<file path="src/rtl/sequence_blinker_if.sv">
// sequence_blinker_if: controller handshake, sequence-memory read port and LED drive.
// on_blinker/level/mem_data flow into the blinker; mem_addr/leds/blinker_done flow out.
interface sequence_blinker_if;
  logic       on_blinker;
  logic [3:0] level;
  logic [3:0] mem_addr;
  logic [1:0] mem_data;
  logic [3:0] leds;
  logic       blinker_done;

  modport master (
    output on_blinker,
    output level,
    output mem_data,
    input  mem_addr,
    input  leds,
    input  blinker_done
  );

  modport slave (
    input  on_blinker,
    input  level,
    input  mem_data,
    output mem_addr,
    output leds,
    output blinker_done
  );
endinterface

</file>
<file path="src/rtl/sequence_blinker.sv">
// sequence_blinker: plays the first min(level,MAX_LEVEL) colours of the sequence memory on
// one-hot LEDs. Ports: clk, reset (async active-low), bus (slave). Option: SEQ_BLINKER_LEAD_IN_EN.
module sequence_blinker #(
  parameter int ON_CYCLES  = 25_000_000,
  parameter int OFF_CYCLES = 12_500_000,
  parameter int MAX_LEVEL  = 10
) (
  input  logic              clk,
  input  logic              reset,
  sequence_blinker_if.slave bus
);

  localparam int MAXC = (ON_CYCLES > OFF_CYCLES) ? ON_CYCLES : OFF_CYCLES;
  localparam int CW   = (MAXC > 1) ? $clog2(MAXC) : 1;

  localparam logic [CW-1:0] ON_LOAD  = CW'(ON_CYCLES - 1);
  localparam logic [CW-1:0] OFF_LOAD = CW'(OFF_CYCLES - 1);
  localparam logic [3:0]    MAX_LEN  = 4'(MAX_LEVEL);

  typedef enum logic [2:0] {
    S_IDLE,
    S_FETCH,
    S_LOAD,
    S_ON,
    S_OFF,
    S_DONE
`ifdef SEQ_BLINKER_LEAD_IN_EN
    ,
    S_LEADIN,
    S_LEADGAP
`endif
  } state_t;

  state_t        state_q, state_d;
  logic [3:0]    idx_q, idx_d;
  logic [3:0]    len_q, len_d;
  logic [CW-1:0] cnt_q, cnt_d;
  logic [3:0]    addr_q, addr_d;
  logic [3:0]    leds_q, leds_d;
  logic          done_q, done_d;

  logic          cnt_zero;
  logic [CW-1:0] cnt_dec;
  logic [3:0]    lvl_cap;
  logic          more;
  logic          active;

  assign cnt_zero = (cnt_q == '0);
  assign cnt_dec  = cnt_zero ? cnt_q : cnt_q - 1'b1;
  assign lvl_cap  = (bus.level > MAX_LEN) ? MAX_LEN : bus.level;
  assign more     = ({1'b0, idx_q} + 5'd1) < {1'b0, len_q};

  always_comb begin
    active = 1'b0;
    unique case (state_q)
      S_FETCH, S_LOAD, S_ON, S_OFF: active = 1'b1;
`ifdef SEQ_BLINKER_LEAD_IN_EN
      S_LEADIN, S_LEADGAP:          active = 1'b1;
`endif
      default:                      active = 1'b0;
    endcase
  end

  always_comb begin
    state_d = state_q;
    idx_d   = idx_q;
    len_d   = len_q;
    cnt_d   = cnt_q;
    addr_d  = addr_q;
    leds_d  = leds_q;
    done_d  = 1'b0;

    unique case (state_q)
      S_IDLE: begin
        leds_d = 4'b0000;
        if (bus.on_blinker) begin
          len_d  = lvl_cap;
          idx_d  = 4'd0;
          addr_d = 4'd0;
`ifdef SEQ_BLINKER_LEAD_IN_EN
          leds_d  = 4'b1111;
          cnt_d   = ON_LOAD;
          state_d = S_LEADIN;
`else
          state_d = (lvl_cap == 4'd0) ? S_DONE : S_FETCH;
`endif
        end
      end
`ifdef SEQ_BLINKER_LEAD_IN_EN
      S_LEADIN: begin
        cnt_d = cnt_dec;
        if (cnt_zero) begin
          leds_d  = 4'b0000;
          cnt_d   = OFF_LOAD;
          state_d = S_LEADGAP;
        end
      end
      S_LEADGAP: begin
        cnt_d = cnt_dec;
        if (cnt_zero) begin
          state_d = (len_q == 4'd0) ? S_DONE : S_FETCH;
        end
      end
`endif
      S_FETCH: state_d = S_LOAD;
      S_LOAD: begin
        leds_d  = 4'b0001 << bus.mem_data;
        cnt_d   = ON_LOAD;
        state_d = S_ON;
      end
      S_ON: begin
        cnt_d = cnt_dec;
        if (cnt_zero) begin
          leds_d  = 4'b0000;
          cnt_d   = OFF_LOAD;
          state_d = S_OFF;
        end
      end
      S_OFF: begin
        cnt_d = cnt_dec;
        if (cnt_zero) begin
          if (more) begin
            idx_d   = idx_q + 4'd1;
            addr_d  = idx_q + 4'd1;
            state_d = S_FETCH;
          end else begin
            state_d = S_DONE;
          end
        end
      end
      S_DONE: begin
        leds_d = 4'b0000;
        if (bus.on_blinker) done_d = 1'b1;
        else                state_d = S_IDLE;
      end
      default: begin
        leds_d  = 4'b0000;
        state_d = S_IDLE;
      end
    endcase

    // Controller withdrew the request mid-playback.
    if (active && !bus.on_blinker) begin
      state_d = S_IDLE;
      leds_d  = 4'b0000;
      idx_d   = 4'd0;
      done_d  = 1'b0;
    end
  end

  always_ff @(posedge clk or negedge reset) begin
    if (!reset) begin
      state_q <= S_IDLE;
      idx_q   <= 4'd0;
      len_q   <= 4'd0;
      cnt_q   <= '0;
      addr_q  <= 4'd0;
      leds_q  <= 4'b0000;
      done_q  <= 1'b0;
    end else begin
      state_q <= state_d;
      idx_q   <= idx_d;
      len_q   <= len_d;
      cnt_q   <= cnt_d;
      addr_q  <= addr_d;
      leds_q  <= leds_d;
      done_q  <= done_d;
    end
  end

  assign bus.mem_addr     = addr_q;
  assign bus.leds         = leds_q;
  assign bus.blinker_done = done_q;

endmodule
</file>
<file path="src/flat_wrapper.sv">
// flat-port wrapper written by rule: the top's interface ports become plain ports
module sequence_blinker_flat 
#(
  parameter int ON_CYCLES  = 25_000_000,
  parameter int OFF_CYCLES = 12_500_000,
  parameter int MAX_LEVEL  = 10
)
  (clk, reset, bus_on_blinker, bus_level, bus_mem_data, bus_mem_addr, bus_leds, bus_blinker_done);
  sequence_blinker_if bus_i ();
  input  logic clk;
  input  logic reset;
  input wire logic [$bits(bus_i.on_blinker)-1:0] bus_on_blinker;
  input wire logic [$bits(bus_i.level)-1:0] bus_level;
  input wire logic [$bits(bus_i.mem_data)-1:0] bus_mem_data;
  output wire logic [$bits(bus_i.mem_addr)-1:0] bus_mem_addr;
  output wire logic [$bits(bus_i.leds)-1:0] bus_leds;
  output wire logic [$bits(bus_i.blinker_done)-1:0] bus_blinker_done;
  assign bus_i.on_blinker = bus_on_blinker;
  assign bus_i.level = bus_level;
  assign bus_i.mem_data = bus_mem_data;
  assign bus_mem_addr = bus_i.mem_addr;
  assign bus_leds = bus_i.leds;
  assign bus_blinker_done = bus_i.blinker_done;
  sequence_blinker #(.ON_CYCLES(ON_CYCLES), .OFF_CYCLES(OFF_CYCLES), .MAX_LEVEL(MAX_LEVEL)) u_core (.clk(clk), .reset(reset), .bus(bus_i));
endmodule
</file>
<file path="config.mk">
export PLATFORM = sky130hd
export DESIGN_NAME = sequence_blinker_flat
export DESIGN_NICKNAME = d
export VERILOG_FILES = /design/src/rtl/sequence_blinker_if.sv /design/src/rtl/sequence_blinker.sv /design/src/flat_wrapper.sv
export SDC_FILE = /design/constraint.sdc
export NUM_CORES = 1
export LEC_CHECK = 0
export CAP_MARGIN = 20
export CORE_MARGIN = 5
export CORE_UTILIZATION = 40
export DETAILED_ROUTE_END_ITERATION = 16
export PLACE_DENSITY = 0.66
export SLEW_MARGIN = 20
export SYNTH_ARGS = -nofsm -noshare
export SYNTH_HDL_FRONTEND = slang
export SYNTH_SLANG_ARGS = --single-unit
</file>
<file path="constraint.sdc">
create_clock -name clk -period 5.4 [get_ports clk]
set_clock_uncertainty 0.05 [all_clocks]
set_input_delay 1.62 -clock clk [delete_from_list [all_inputs] [get_ports clk]]
set_output_delay 1.62 -clock clk [all_outputs]
set_load 0.05 [all_outputs]
</file>
==> summary.txt, run 1 <==
Yosys
  • Gate Count Post-Synth: 324
  • Number of synthesized register bits: 45
  • Synth unique cells: 64
  • Area contributors post-synth: dfrtp_1 39%, nand2_1 4.1%, nor3_1 3.1%
  • Synth top area share: 38.7%
  • Syn Area/Cell: 8.99 um^2
  • Synthesized area: between 2000 and 3000 um^2
  • Sequential cell area fraction in the yosys report: between 30% and 40%
  • Synth Flop Type: dfrtp_1
  • YS warnings: 0
  • Area leader, netlist: dfrtp_1
  • Synth Net Count: 340
  • Post-synth EDFFs: 0
  • Async SR Flop Fraction: 100%

Worst setup path
  • Buf/Inv on CP: 1
  • CP max-delay cell: nor2_1
  • Critical path cell sequence: nor4_1 -> nand4_1 -> nor2_1 -> inv_2 -> ha_1 -> o22ai_1 -> o21a_1 -> a21oi_1
  • CP endpoint kind: register
  • Crit path kind: reg -> reg
  • CP Launch Type: register
  • R2R setup slack: 2.04 ns
  • Worst Path Arrival: 3.54 ns
  • CP Max Fanout: 12
  • Worst Path Required: roughly 5.6 ns
  • Critical path's top delay family: simple AND/OR/NAND/NOR gates
  • CP peak stage delay: 0.85 ns
  • Worst r2r path cells: 8
  • FF-to-FF Start: u_core.cnt_q[19]
  • FF-to-FF End: u_core.cnt_q[0]

Timing
  • Unrepaired setup endpoints after global routing: no
  • Final max-slew violation count: 0
  • Setup TNS Final: 0 ns
  • Slew HR: 27.3%
  • Period utilization: 62.2%
  • Final setup vio count: 0
  • Fmax: a little under 300 MHz
  • Tightest Pin Transition: 1.09 ns
  • Minimum clock period: 3.36 ns
  • Final hold violation count: 0

Clocking
  • CTS HTree Levels: 2
  • CTS tree: done
  • Clock sink count: 45
  • PostCTS Resize Cnt: 0
  • # Post-CTS Setup Buffers: 0
  • Clock Tree Root: clkbuf_8
  • Hold buffers post-CTS: 0
  • Worst skew pair latency: 0.30 ns
  • Clock Path Buffers: 2
  • CTS buffer count: 5
  • Clock transition at path regs: 0.08 ns

Worst hold path
  • Hold Startpoint: u_core.len_q[0]
  • Worst Hold End: u_core.len_q[0]
  • Min-Delay Path Depth: 2
  • HP Class: reg -> reg

Floorplan
  • Die X-Extent: 95.3 um
  • Core Rows: 31
  • Die area: 9080 um^2
  • CORE AREA: 7180 um^2
  • # IOs: 18
  • Initial Util: 40.6%
  • Die Height: 95.3 um

Routing
  • Router iterations before antenna repair: 6
  • Top Metal Used: met4
  • DR WL met2: roughly 3600 um
  • DR vias/cell: 6.43
  • Initial DRC count: 262
  • Vias: between 2000 and 3000
  • DRC Markers: 0
  • Met3 routed WL: 495 um
  • Final ANT Viol Nets: 0
  • Final wirelength: 7660 um
  • Routed wire per std cell: 17.9 um
  • M1 WL: ~3500 um

GRT
  • GR Util All Layers: ~18%
  • Largest net degree at the start of global routing: 46
  • Initial antenna violation count: 0
  • Vias in the first global route: 2547
  • First-pass GRT wire length: 12800 um
  • Congestion Overflow GR: 0

Outcome
  • Status: finished, final reports clean

Cells and area
  • Post-route cell area: 3240 um^2
  • Area occupied by multi-input gates: between 1500 and 2000 um^2
  • Commonest non-fill, non-tap cells in the layout: 45 x dfrtp_1, 32 x nand2_1, 18 x nor3_1
  • Sequential cell area: approximately 1100 um^2
  • Count of nets after finishing: 344
  • Fill count: between 600 and 700
  • Synth-to-Final Area Change: 11.1%
  • Ant. Diodes: 0
  • Most common cell after layout, fill and taps aside: dfrtp_1
  • Layout cell share with drive strength beyond 1: 6.38%

Pwr
  • Cell Pwr Density: 269 nW/um^2
  • Static Leak: 1.26 nW
  • Worst VDD drop: 0.150 mV

Place
  • Buffers on Ports: 17
  • RD Place Congestion: 0.896
  • DP Area: 3120 um^2
  • Dpl hpwl: 5300 um

Run
  • Max-cap viol count: 0
-- registers in the layout (all words and copies together) (netlist names) --
register and count:
u_core.cnt_q 25, u_core.idx_q 4, u_core.bus.mem_addr 4, u_core.bus.leds 4
u_core.bus.blinker_done 1, u_core.len_q 4, u_core.state_q 3
-- layer usage --
metal	vias up	global-route usage, %
met5	-	0
met4	0	7.33
met3	13	2.76
met2	122	26.9
met1	1353	25.6
li1	1264	-
-- cells in the mapped netlist, types with 4 or more instances --
| library cell | instances |
|---|---|
| ha_1 | 7 |
| or4_1 | 6 |
| nand3_1 | 13 |
| a31oi_1 | 5 |
| a221oi_1 | 6 |
| a2111oi_0 | 4 |
| inv_1 | 17 |
| nand2_1 | 32 |
| o22ai_1 | 11 |
| o41ai_1 | 5 |
| clkbuf_1 | 12 |
| a211oi_1 | 6 |
| nor4_1 | 6 |
| o21ai_0 | 10 |
| nor3_1 | 18 |
| and2_1 | 5 |
| nor3b_1 | 4 |
| buf_2 | 7 |
| dfrtp_1 | 45 |
| a21oi_1 | 12 |
| nor2_1 | 12 |
| a211o_1 | 4 |
-- worst max-delay path by stage --
stage	depth (start not counted)	from	to	slack, ns
after CTS	8	u_core.cnt_q[19]	u_core.cnt_q[0]	2.10
after floorplan	4	bus_on_blinker	u_core.idx_q[2]	2.68
final	8	u_core.cnt_q[19]	u_core.cnt_q[0]	2.04
after detailed placement	5	bus_on_blinker	u_core.bus.mem_addr[3]	1.95
after global routing	8	u_core.cnt_q[19]	u_core.cnt_q[0]	1.74
after global placement	5	bus_on_blinker	u_core.bus.mem_addr[3]	2.02
-- final cells by class --
| class | count | share of cell area, % |
|---|---|---|
| multi-input combinational | 240 | 50.3 |
| sequential | 45 | 34.8 |
| clock buffer | 7 | 2.67 |
| inverter | 18 | 2.09 |
| timing repair buffer | 18 | 5.41 |
| tap | 99 | 3.83 |
| clock inverter | 1 | 0.928 |
-- tightest hold or removal path: stages (launching register included) --
cell     delay, ns
dfrtp_1       0.36
nand2_1       0.06
nand2_1       0.05
-- stage by stage --
| stage | hold slack (ns) | cells | util, % | worst slack, ns | total power, mW |
|---|---|---|---|---|---|
| 6_report | 0.441 | 428 | 45.1 | 2.04 | 0.872 |
| 5_1_grt | 0.458 | 428 | 45.1 | 1.74 | 0.922 |
| 4_1_cts | 0.444 | 428 | 45.1 | 2.10 | 0.876 |
| 3_5_place_dp | 0.425 | 420 | 43.4 | 1.95 | 0.607 |
| 3_3_place_gp | 0.429 | 420 | 43.4 | 2.02 | 0.605 |
| 2_1_floorplan | 0.390 | 324 | - | 2.68 | 0.548 |
-- report_power, final --
part / leakage (nW) / total (mW) / internal [mW] / switching, mW
Clock: 0.0585 / 0.267 / 0.151 / 0.116
Sequential: 0.541 / 0.431 / 0.373 / 0.0579
Combinational: 0.658 / 0.174 / 0.0768 / 0.0974
-- cell families after synthesis --
family,share of synthesized area (%)
buffers and inverters,5.46
and+or+nand+nor,24.0
AOI/OAI and AO/OA,26.2
muxes,1.46
xor gates and xnor gates,1.20
adders and majority gates,3.01
DFF,38.7
Note: power is estimated with default switching activity, not from simulation.
==> inputs of run 2 (changes only) <==
==> constraint.sdc (replaced) <==
create_clock -name clk -period 3.4 [get_ports clk]
set_clock_uncertainty 0.05 [all_clocks]
set_input_delay 1.02 -clock clk [delete_from_list [all_inputs] [get_ports clk]]
set_output_delay 1.02 -clock clk [all_outputs]
set_load 0.05 [all_outputs]
==> summary.txt, run 2 (synthesis results as in run 1) <==
GRT
  • Initial antenna violation count: 0
  • Largest net degree at the start of global routing: 33
  • First-pass GRT wire length: 13400 um
  • Vias in the first global route: 2637
  • Congestion Overflow GR: 0
  • GR Util All Layers: a little under a fifth

Clocking
  • Hold buffers post-CTS: 0
  • CTS tree: done
  • Clock transition at path regs: 0.09 ns
  • Clock Path Buffers: 2
  • CTS buffer count: 5
  • # Post-CTS Setup Buffers: 0
  • CTS HTree Levels: 2
  • Worst skew pair latency: 0.30 ns
  • PostCTS Resize Cnt: 0
  • Clock Tree Root: clkbuf_8
  • Clock sink count: between 40 and 50

Outcome
  • Status: finished, final reports clean

Worst setup path
  • Critical path cell sequence: ha_1 -> xor2_1 -> ha_1 -> o21ai_0 -> a21oi_1 -> nor4_4 -> nand2_2 -> mux2_1
  • Worst r2r path cells: 8
  • Crit path kind: reg -> reg
  • Critical path's top delay family: simple AND/OR/NAND/NOR gates
  • CP max-delay cell: dfrtp_1
  • CP endpoint kind: register
  • CP Launch Type: register
  • FF-to-FF Start: u_core.idx_q[0]
  • CP peak stage delay: 0.46 ns
  • R2R setup slack: 0.78 ns
  • CP Depth: 8
  • Worst Path Arrival: 2.76 ns
  • Worst Path Required: 3.54 ns
  • CP Max Fanout: 8
  • Buf/Inv on CP: 0
  • CP Launch Point: u_core.idx_q[0]
  • CP most frequent cell: ha_1

Cells and area
  • Layout cell share with drive strength beyond 1: between 10% and 20%
  • Fill count: 683
  • Max reg flops: 25
  • Commonest non-fill, non-tap cells in the layout: 45 x dfrtp_1, 32 x nand2_1, 18 x nor3_1
  • Fin util: 46.7%
  • Most common cell after layout, fill and taps aside: dfrtp_1
  • Count of nets after finishing: 357
  • Largest reg by FF count: u_core.cnt_q
  • Synth-to-Final Area Change: 15.0%
  • Ant. Diodes: 0
  • Non-filler cells, final: 441

Routing
  • DRC Markers: 0
  • Routed wire per std cell: 17.7 um
  • Router iterations before antenna repair: 4
  • Initial DRC count: 283
  • DR vias/cell: approximately 6.2
  • Vias: 2731
  • Final wirelength: 7790 um
  • Final ANT Viol Nets: 0

Timing
  • Unrepaired setup endpoints after global routing: no
  • Final setup vio count: 0
  • Minimum clock period: approximately 2.6 ns
  • Fmax: 381 MHz
  • Slew HR: 60.4%
  • Period utilization: between 70% and 80%
  • Tightest Pin Transition: 0.593 ns
  • Final hold violation count: 0
  • Final max-slew violation count: 0
  • Hold slack final: 0.462 ns
  • Setup TNS Final: 0 ns
  • Setup ws final: 0.776 ns

Run
  • Max-cap viol count: 0

Worst hold path
  • Min-Delay Path Depth: 1
  • HP Class: reg -> reg
  • Hold Startpoint: u_core.bus.mem_addr[2]

Place
  • Buffers on Ports: 17
  • Inst Count DP: 433
  • RD Place Congestion: 0.882
  • Dpl hpwl: 5680 um
  • Pre-CTS WS: 0.796 ns

Floorplan
  • Die X-Extent: 95.3 um
  • Die area: slightly above 9000 um^2
  • Die Height: 95.3 um
  • # IOs: 18
  • CORE AREA: just over 7000 um^2
  • Core Rows: 31
  • Initial Util: 40.6%

Pwr
  • Worst VDD drop: 0.273 mV
  • Static Leak: approximately 1.3 nW
  • Cell Pwr Density: 434 nW/um^2
[run 2: cell types whose count changed in the layout (fill, tap and decap cells not counted), sizes merged]
cell    change
bufinv      +1
clkinv      +1
buf        +13
clkbuf      -2
[run 2: stage by stage]
step	cell area, um^2	total power, mW
6_report	3350	1.45
5_1_grt	3350	1.54
4_1_cts	3350	1.47
3_5_place_dp	3210	0.977
3_3_place_gp	3210	0.969
2_1_floorplan	2910	0.871
[run 2: worst reg2reg max path, stage by stage, from the launching register on]
cell     delay (ns)
dfrtp_1        0.46
ha_1           0.29
xor2_1         0.24
ha_1           0.28
o21ai_0        0.16
a21oi_1        0.10
nor4_4         0.44
nand2_2        0.17
mux2_1         0.34
[run 2: area by class of cell]
class                           count  area (um^2)  area share, %
Multi-Input combinational cell    240         1630           48.6
Timing Repair Buffer               31          270           8.07
Inverter                           18         67.6           2.02
Clock buffer                        5         68.8           2.06
Tap cell                           99          124           3.70
Sequential cell                    45         1130           33.6
Clock inverter                      3         65.1           1.94
[run 2: where the power goes]
group          internal (mW)  switching (mW)
Sequential             0.593          0.0800
Clock                  0.292           0.188
Combinational          0.130           0.170
Total                   1.01           0.438
[run 2: routing by layer]
layer | GRT usage [%] | vias to the layer above | share of wire, %
met3 | 2.68 | 11 | 4.7
li1 | - | 1286 | -
met4 | 6.73 | 0 | 1.3
met5 | 0 | - | 0
met1 | 26.7 | 1332 | 45
met2 | 29.3 | 102 | 49
[run 2: path summary, 6_finish.rpt]
path | to
setup / recovery | u_core.bus.mem_addr[3]
hold / removal | u_core.bus.mem_addr[2]
setup reg to reg | u_core.bus.mem_addr[3]
hold reg to reg | u_core.bus.mem_addr[2]
max in group asynchronous | u_core.cnt_q[12]
min in group asynchronous | u_core.bus.leds[2]
==> inputs of run 3 (changes only) <==
==> constraint.sdc (replaced) <==
create_clock -name clk -period 2.7 [get_ports clk]
set_clock_uncertainty 0.05 [all_clocks]
set_input_delay 0.81 -clock clk [delete_from_list [all_inputs] [get_ports clk]]
set_output_delay 0.81 -clock clk [all_outputs]
set_load 0.05 [all_outputs]
==> summary.txt, run 3 (synthesis results as in run 1) <==
Worst setup path
  • Crit path kind: reg -> reg
  • CP most frequent cell: ha_1
  • Buf/Inv on CP: 0
  • CP Max Fanout: 8
  • Critical path cell sequence: ha_1 -> xor2_1 -> ha_1 -> o21ai_0 -> a21oi_1 -> nor4_4 -> nand2_2 -> mux2_1
  • CP Depth: 8
  • Worst r2r path cells: 8
  • CP max-delay cell: nor4_4
  • CP endpoint kind: register
  • Critical path's top delay family: simple AND/OR/NAND/NOR gates
  • Worst Path Arrival: 2.66 ns
  • CP Launch Type: register
  • CP peak stage delay: 0.43 ns
  • Worst Path Required: 2.85 ns

Floorplan
  • # IOs: 18
  • Die Height: 95.3 um
  • Initial Util: 40.6%
  • Core Rows: 31
  • CORE AREA: 7180 um^2
  • Die X-Extent: approximately 95 um
  • Die area: 9080 um^2

GRT
  • First-pass GRT wire length: 13600 um
  • Congestion Overflow GR: 0
  • Vias in the first global route: 2690
  • Largest net degree at the start of global routing: 23
  • GR Util All Layers: 19.4%
  • Initial antenna violation count: 0

Run
  • Max-cap viol count: 0

Outcome
  • Status: finished, final reports clean

Pwr
  • Worst VDD drop: ~0.33 mV
  • Total power: between 1.5 and 2 mW
  • Static Leak: 1.37 nW
  • Cell Pwr Density: 543 nW/um^2

Timing
  • Minimum clock period: 2.51 ns
  • Period utilization: 93.0%
  • Final setup vio count: 0
  • Slew HR: approximately half
  • Final hold violation count: 0
  • Setup TNS Final: 0 ns
  • Fmax: between 300 and 400 MHz
  • Final max-slew violation count: 0
  • Hold slack final: 0.369 ns
  • Unrepaired setup endpoints after global routing: no
  • Tightest Pin Transition: 0.771 ns

Routing
  • Routed wire per std cell: 18.0 um
  • Final ANT Viol Nets: 0
  • Initial DRC count: 353
  • Router iterations before antenna repair: 5
  • DRC Markers: 0
  • Vias: around 2800
  • DR vias/cell: 6.20
  • Final wirelength: 8100 um

Clocking
  • CTS tree: done
  • CTS HTree Levels: 2
  • Clock transition at path regs: 0.09 ns
  • Clock Tree Root: clkbuf_8
  • Worst skew pair latency: 0.31 ns
  • Hold buffers post-CTS: 0
  • Clock Path Buffers: 2
  • Clock sink count: between 40 and 50
  • CTS buffer count: 5

Cells and area
  • Non-filler cells, final: 450
  • Max reg flops: 25
  • Synth-to-Final Area Change: 17.3%
  • Fin util: about 48%
  • Ant. Diodes: 0
  • Layout cell share with drive strength beyond 1: 12.5%
  • Count of nets after finishing: 366
  • Largest reg by FF count: u_core.cnt_q
  • Most common cell after layout, fill and taps aside: dfrtp_1
  • Commonest non-fill, non-tap cells in the layout: 45 x dfrtp_1, 32 x nand2_1, 23 x buf_4

Worst hold path
  • HP Class: in -> async

Place
  • Dpl hpwl: 5910 um
  • Inst Count DP: about 440
  • RD Place Congestion: 0.935
  • Buffers on Ports: 17
[run 3: changes by cell type in the layout (fill, tap and decap cells not counted), sizes merged]
cell	previous run	this run
buf	15	24
[run 3: cell type report]
cell class	instances	area (um^2)
clock buffer	5	68.8
clock inverter	3	65.1
fill	683	3760
inverter	18	67.6
multi-input combinational	240	1630
sequential	45	1130
tap	99	124
timing repair buffer	40	338
[run 3: path summary, 6_finish.rpt]
check	from	endpoint	slack [ns]
max	u_core.idx_q[1]	u_core.bus.mem_addr[3]	0.19
min	reset	u_core.len_q[1]	0.37
max reg2reg	u_core.idx_q[1]	u_core.bus.mem_addr[3]	0.19
min reg2reg	u_core.len_q[0]	u_core.len_q[0]	0.43
max in group asynchronous	reset	u_core.cnt_q[21]	1.65
min in group clk	u_core.len_q[0]	u_core.len_q[0]	0.43
[run 3: power breakdown]
group / switching (mW) / internal, mW / leakage, nW
Clock: 0.246 / 0.368 / 0.0681
Sequential: 0.107 / 0.746 / 0.541
Combinational: 0.216 / 0.171 / 0.765
[run 3: what timing repair did]
item / 4_1_cts / 5_1_grt
endpoints found under the setup margin: 0 / 1
resized for setup: 0 / 0
setup buffers: 0 / 0
[run 3: worst reg2reg max path, delay by kind of cell, from the launching register on]
kind,cells,cell delay (ns)
and+or+nand+nor,2,0.62
adders and majority gates,2,0.50
muxes,1,0.33
DFF,1,0.42
AOI/OAI and AO/OA,2,0.27
xor gates and xnor gates,1,0.22
[run 3: per-stage QoR]
| step | area, um^2 | worst slack (ns) |
|---|---|---|
| after CTS | 3420 | 0.112 |
| after global routing | 3420 | 0.0330 |
| after detailed placement | 3280 | 0.135 |
| after floorplan | 2910 | 0.340 |
| final | 3420 | 0.188 |
| after global placement | 3280 | 0.196 |
[run 3: metal layers]
metal	routed length, um	global-route usage (%)	vias to the layer above
met5	0	0	-
met4	173	7.81	0
met3	475	3.55	16
met2	3630	29.2	113
met1	3820	27.5	1363
li1	-	-	1300
